### src/rtl/regfile_write_arbiter_pkg.sv
// Purpose : Shared types and constants for the register-file write arbiter.
//           Holds the default data/address widths, the x0 register index and
//           the write-record struct used by both request sources and by the
//           issue stage.
// Contents: DATA_W, ADDR_W, REG_ZERO, rf_wr_t.
package regfile_write_arbiter_pkg;

  localparam int unsigned DATA_W = 32;
  localparam int unsigned ADDR_W = 5;

  // x0 is hard-wired to zero in the register file.
  localparam logic [ADDR_W-1:0] REG_ZERO = '0;

  // One register-file write: enable, destination index, data.
  typedef struct packed {
    logic              we;
    logic [ADDR_W-1:0] addr;
    logic [DATA_W-1:0] data;
  } rf_wr_t;

endpackage

### src/rtl/rr_age_counter.sv
// Purpose : Saturating age counter for the low-priority (req1) source.
//           Counts how many cycles req1 has been valid without winning;
//           when the count reaches MAX_WAIT it raises o_force_req so the
//           arbiter hands the write port to req1.
// Ports   : clk, rst        - clock, async active-high reset
//           i_hold          - freeze the count this cycle
//           i_req_valid     - req1 is requesting
//           i_req_hs        - req1 handshake completes this cycle
//           o_cnt           - current age
//           o_force_req     - age has reached MAX_WAIT
module rr_age_counter #(
  parameter int unsigned MAX_WAIT = 3,
  parameter int unsigned CNT_W    = $clog2(MAX_WAIT + 1)
) (
  input  logic             clk,
  input  logic             rst,
  input  logic             i_hold,
  input  logic             i_req_valid,
  input  logic             i_req_hs,
  output logic [CNT_W-1:0] o_cnt,
  output logic             o_force_req
);

  localparam logic [CNT_W-1:0] CntMax = CNT_W'(MAX_WAIT);

  logic [CNT_W-1:0] r_cnt;
  logic [CNT_W-1:0] w_cnt_d;

  // A win clears the age first; hold freezes it even if valid dropped.
  always_comb begin
    w_cnt_d = r_cnt;
    if (i_req_hs) begin
      w_cnt_d = '0;
    end else if (i_hold) begin
      w_cnt_d = r_cnt;
    end else if (!i_req_valid) begin
      w_cnt_d = '0;
    end else if (r_cnt != CntMax) begin
      w_cnt_d = r_cnt + CNT_W'(1);
    end
  end

  always_ff @(posedge clk or posedge rst) begin
    if (rst) begin
      r_cnt <= '0;
    end else begin
      r_cnt <= w_cnt_d;
    end
  end

  assign o_cnt       = r_cnt;
  assign o_force_req = (r_cnt == CntMax);

endmodule

### src/rtl/regfile_write_arbiter.sv
// Purpose : Shares the single register-file write port between the ALU
//           writeback (req0, fixed priority) and the load/debug unit (req1,
//           protected from starvation by an age counter). The winner is
//           latched into a one-deep issue stage that drives the register file
//           on the following cycle. Writes to x0 are acknowledged but never
//           issued.
// Ports   : clk, rst                         - clock, async active-high reset
//           hold                             - grant nothing this cycle
//           req0_valid/addr/data, req0_ready - ALU write request
//           req1_valid/addr/data, req1_ready - load/debug write request
//           rf_write_en, rf_addr, rf_wdata   - register-file write port
//           starve_cnt                       - current req1 age (debug)
// DATA_W/ADDR_W must match the package widths, since rf_wr_t is built on them.
module regfile_write_arbiter
  import regfile_write_arbiter_pkg::*;
#(
  parameter int unsigned DATA_W   = regfile_write_arbiter_pkg::DATA_W,
  parameter int unsigned ADDR_W   = regfile_write_arbiter_pkg::ADDR_W,
  parameter int unsigned MAX_WAIT = 3
) (
  input  logic                            clk,
  input  logic                            rst,
  input  logic                            hold,
  input  logic                            req0_valid,
  input  logic [ADDR_W-1:0]               req0_addr,
  input  logic [DATA_W-1:0]               req0_data,
  output logic                            req0_ready,
  input  logic                            req1_valid,
  input  logic [ADDR_W-1:0]               req1_addr,
  input  logic [DATA_W-1:0]               req1_data,
  output logic                            req1_ready,
  output logic                            rf_write_en,
  output logic [ADDR_W-1:0]               rf_addr,
  output logic [DATA_W-1:0]               rf_wdata,
  output logic [$clog2(MAX_WAIT+1)-1:0]   starve_cnt
);

  localparam int unsigned CNT_W = $clog2(MAX_WAIT + 1);

  logic       w_force_req1;
  logic       w_req0_ready;
  logic       w_req1_ready;
  rf_wr_t     w_req0;
  rf_wr_t     w_req1;
  rf_wr_t     w_win;
  rf_wr_t     w_issue_d;
  rf_wr_t     r_issue;

  // Starve counter for req1.
  rr_age_counter #(
    .MAX_WAIT (MAX_WAIT),
    .CNT_W    (CNT_W)
  ) u_age (
    .clk         (clk),
    .rst         (rst),
    .i_hold      (hold),
    .i_req_valid (req1_valid),
    .i_req_hs    (w_req1.we),
    .o_cnt       (starve_cnt),
    .o_force_req (w_force_req1)
  );

  // Readies never look at their own valid, only at the other source's,
  // so at most one handshake can complete per cycle.
  always_comb begin
    w_req0_ready = 1'b0;
    w_req1_ready = 1'b0;
    if (hold) begin
      w_req0_ready = 1'b0;
      w_req1_ready = 1'b0;
    end else if (w_force_req1) begin
      w_req1_ready = 1'b1;
      w_req0_ready = !req1_valid;
    end else begin
      w_req0_ready = 1'b1;
      w_req1_ready = !req0_valid;
    end
  end

  assign req0_ready = w_req0_ready;
  assign req1_ready = w_req1_ready;

  // Request records: .we marks a completed handshake for that source.
  always_comb begin
    w_req0.we   = req0_valid & w_req0_ready;
    w_req0.addr = req0_addr;
    w_req0.data = req0_data;
    w_req1.we   = req1_valid & w_req1_ready;
    w_req1.addr = req1_addr;
    w_req1.data = req1_data;
  end

  // Handshakes are mutually exclusive, so a simple select picks the winner.
  assign w_win = w_req1.we ? w_req1 : w_req0;

  // No handshake: drop the enable but keep addr/data. x0 winner: update
  // addr/data, suppress the enable.
  always_comb begin
    w_issue_d    = r_issue;
    w_issue_d.we = 1'b0;
    if (w_win.we) begin
      w_issue_d.we   = (w_win.addr != REG_ZERO);
      w_issue_d.addr = w_win.addr;
      w_issue_d.data = w_win.data;
    end
  end

  // Reset discards any staged write; it is not retried.
  always_ff @(posedge clk or posedge rst) begin
    if (rst) begin
      r_issue <= '0;
    end else begin
      r_issue <= w_issue_d;
    end
  end

  assign rf_write_en = r_issue.we;
  assign rf_addr     = r_issue.addr;
  assign rf_wdata    = r_issue.data;

endmodule

### config.mk
export PLATFORM = sky130hd
export DESIGN_NAME = regfile_write_arbiter
export DESIGN_NICKNAME = d
export VERILOG_FILES = /design/src/rtl/regfile_write_arbiter_pkg.sv /design/src/rtl/rr_age_counter.sv /design/src/rtl/regfile_write_arbiter.sv
export SDC_FILE = /design/constraint.sdc
export NUM_CORES = 1
export LEC_CHECK = 0
export CORE_MARGIN = 2
export CORE_UTILIZATION = 38
export DETAILED_ROUTE_END_ITERATION = 12
export GPL_TIMING_DRIVEN = 0
export HOLD_SLACK_MARGIN = 0.03
export PLACE_DENSITY_LB_ADDON = 0.1
export SLEW_MARGIN = 20
export SYNTH_ARGS = -nofsm -noshare
export SYNTH_HDL_FRONTEND = slang
export SYNTH_SLANG_ARGS = --single-unit
### constraint.sdc
create_clock -name clk -period 2.3 [get_ports clk]
set_input_delay 0.69 -clock clk [delete_from_list [all_inputs] [get_ports clk]]
set_output_delay 0.69 -clock clk [all_outputs]
set_load 0.02 [all_outputs]
==> metrics.md <==
| Metric | Value |
|---|---|
| Multi-input combinational cell area | `878.3 um^2` |
| Unrepaired setup endpoints after global routing | `false` |
| Synthesized instance count | `232` |
| Final HPWL DP | `4940 um` |
| Start-to-end type of the worst setup path | `in2out` |
| Post-Route WL | `6665 um` |
| Async set-reset flop share out of synthesis | `1.000` |
| Layout net count | `440` |
| Final period demand of the worst path | `2223 ps` |
| DIE AREA | `5983 um^2` |
| Routed vias | `2268` |
| Capture instance of the worst register-to-register path | `rf_addr[2]` |
| Antenna violation net count after detailed routing | `0` |
| Biggest area contributors in the synthesized netlist | `sky130_fd_sc_hd__dfrtp_1 49%, sky130_fd_sc_hd__a31oi_1 11%, sky130_fd_sc_hd__nand3_1 8.8%, sky130_fd_sc_hd__o21ai_0 8.8%, sky130_fd_sc_hd__nor2_1 6.8%` |
| Num CTS Buffers | `5` |
| Final Max Slew Viols | `0` |
| Largest area contributor in the synthesized netlist | `sky130_fd_sc_hd__dfrtp_1` |
| Residual DRC count | `0` |
| Type of the worst min-delay path | `reg2reg` |
| Critical hold path startpoint | `rf_addr[3]` |
| Syn nets | `312` |
| Max Clock Freq | `449.8 MHz` |
| Wire length of the first global-routing pass | `10870 um` |
| Synth-to-Final Area Change | `70.20%` |
| Number of rows created at floorplan | `26` |
| Max-slew headroom | `0.6643` |
| Post-route total power | `2.157 mW` |
| Root buf cell | `sky130_fd_sc_hd__clkbuf_8` |
| Count of yosys warnings during synthesis | `0` |
| Post-synth EDFFs | `0` |
| M1 wire length | `2885 um` |
| Amount of wire on met3 after detailed routing | `469 um` |
| Leakage | `1.338 nW` |
| P per Cell Area | `619.9 nW/um^2` |
| Clock Pin Slew Worst Setup and Hold Paths | `80 ps` |
| Endpoint arrival time on the critical path | `1530 ps` |
| Number of hold-slack violations in the final timing report | `0` |
| Part of the cycle the worst path needs | `0.9666` |
| WL/cell | `15.46 um` |
| Longest individual stage delay on the worst path | `280 ps` |
| Slowest stage cell on the critical path | `sky130_fd_sc_hd__dlygate4sd2_1` |
| Crit Reg-Reg Startpoint | `u_age.o_cnt[0]` |
| Number of inserted filler cells in the final layout | `462` |
| Chain of cells forming the critical path | `dlygate4sd2_1 -> and2b_1 -> buf_6 -> nor2_1 -> buf_2` |
| Number of antenna violations at the first check in global routing | `0` |
| Horizontal die dimension | `77.35 um` |
| Kind of capture point of the worst setup path | `primary output` |
| Largest net degree at the start of global routing | `27` |
| Layout cell share with drive strength beyond 1 | `0.09972` |
| Tightest hold margin | `509.7 ps` |
| Crit path setup slack, layout | `76.76 ps` |
| Worst-case register-to-register setup slack | `550 ps` |
| Vias in the first global route | `2238` |
| Highest metal layer with signal wires | `met4` |
| Area fraction of the dominant cell type after synthesis | `0.4896` |
| R2r worst-path depth | `6` |
| Top-level port count | `121` |
| Flip-flop and latch count after synthesis | `40` |
| GRT overflow | `0` |
| Startpoint Class | `input pin` |
| Netlist area before placement | `2044 um^2` |
| Top cell types by occurrence after synthesis | `40 x sky130_fd_sc_hd__dfrtp_1, 37 x sky130_fd_sc_hd__nor2_1, 36 x sky130_fd_sc_hd__a31oi_1, 36 x sky130_fd_sc_hd__nand3_1, 36 x sky130_fd_sc_hd__o21ai_0` |
| Placement Setup Slack | `-836.5 ps` |
| Cell total after placement | `422` |
| Area used by sequential logic in the layout | `1001 um^2` |
| Top-count cell post-synth | `sky130_fd_sc_hd__dfrtp_1` |
| Global-route usage over all layers | `0.2314` |
| Max capacitance violation total | `0` |
| Number of setup violations in the final report | `0` |
| Violation count after the first detailed-routing iteration | `106` |
| Per-cell via count in the routed design | `5.262` |
| Unique masters post-synth | `26` |
| Mean instance size in the synthesized netlist | `8.812 um^2` |
| Hold path endpoint | `rf_addr[3]` |
| Hold_buf cts | `0` |
| Die Height | `77.35 um` |
| Critical path peak fanout | `5` |
| Maximum clock path buffer count | `2` |
| Number of non-filler instances in the completed layout | `431` |
| Antenna diode count | `0` |
| Clock Skews | `5.089 ps` |
| Share of synthesized area occupied by flip-flops and latches | `0.4896` |
| Number of sinks on the clock net | `40` |
| Commonest register cell after synthesis | `sky130_fd_sc_hd__dfrtp_1` |
| Weighted congestion at the end of routability-driven global placement | `0.7742` |
| Required time at the endpoint of the critical path | `1610 ps` |
| TritonCTS clock tree | `done` |
| Maximum level of the CTS H-tree | `2` |
| Result of the run | `completed` |
| Core ar. | `5140 um^2` |
| Number of iterations in the first detailed-routing pass | `4` |
| Maximum VDD drop | `0.3345 mV` |
| Met2 Routed Length | `3253 um` |
| Clk Latency, worst-skew pair | `290 ps` |
| Number of stages on the worst hold path | `2` |
| Number of port buffers | `119` |
| Transition at the pin with the smallest max-transition slack | `503.6 ps` |
| Effective utilization at floorplan | `0.3978` |
==> cells by family after synthesis <==
family | count (synthesis) | share of synthesized area
AND/OR/NAND/NOR | 84 | 0.1909
adder cells (fa/ha/maj) | 1 | 0.006119
AO/OA/AOI/OAI | 81 | 0.2313
flip-flops | 40 | 0.4896
buffers and inverters | 26 | 0.08201
==> where the power goes <==
part	switching, mW	internal (mW)
logic	0.327	0.364
clock network	0.243	0.383
registers	0.0476	0.793
total	0.617	1.54
==> layout make-up <==
class / instances / share of cell area
repair buffers: 122 / 0.3506
flip-flops and latches: 40 / 0.2877
multi-input cells: 166 / 0.2524
plain buffers: 24 / 0.04675
clock buffers: 7 / 0.02769
well taps: 70 / 0.02517
clock inverters: 1 / 0.008630
inverters: 1 / 0.001079
==> worst max-delay path, delay by kind of cell <==
family	cells	cell delay [ps]
buf+inv	3	570
simple gates	2	270
==> layout by cell type, fill, tap and decap left out, types with 2 or more instances in the layout <==
cell,n
sky130_fd_sc_hd__a21oi_1,2
sky130_fd_sc_hd__buf_4,9
sky130_fd_sc_hd__or4_1,2
sky130_fd_sc_hd__nor2_1,37
sky130_fd_sc_hd__buf_2,8
sky130_fd_sc_hd__nand2_1,3
sky130_fd_sc_hd__o21ai_0,36
sky130_fd_sc_hd__clkbuf_8,7
sky130_fd_sc_hd__buf_6,5
sky130_fd_sc_hd__clkdlybuf4s50_1,115
sky130_fd_sc_hd__clkbuf_1,5
sky130_fd_sc_hd__nand3_1,36
sky130_fd_sc_hd__dfrtp_1,40
sky130_fd_sc_hd__a31oi_1,36
sky130_fd_sc_hd__dlygate4sd2_1,2
sky130_fd_sc_hd__nand2b_1,2
==> per-layer routing <==
layer	global-route usage	vias to the layer above
met4	0.06250	0
met2	0.3887	87
met5	0	-
li1	-	1100
met1	0.2923	1075
met3	0.06628	6
==> worst max-delay path by stage <==
stage	slack, ps	start	endpoint	depth (start not counted)
CTS	80	req0_valid	req1_ready	5
floorplan	130	u_age.o_cnt[0]	req1_ready	5
global route	10	req0_valid	req1_ready	5
detailed placement	-840	req0_valid	req1_ready	6
finish	80	req0_valid	req1_ready	5
global placement	-830	req0_valid	req1_ready	6
==> sequential cells by signal, indices dropped and copies added (netlist names) <==
name         flops
rf_wdata        32
rf_addr          5
u_age.o_cnt      2
rf_write_en      1
==> metrics by stage <==
stage,util,instance area [um^2],TNS (ps)
after floorplan,-,2044,0
after global routing,0.6770,3480,0
after detailed placement,0.6504,3343,-1224
after global placement,0.6465,3323,-10520
after CTS,0.6765,3477,0
final,0.6770,3480,0
==> repair_timing <==
item / in CTS / in global routing
setup endpoints to repair: 2 / 1
resized for setup: 10 / 1
setup buffers: 2 / 0
No activity file was read; power rests on OpenSTA's default activity.
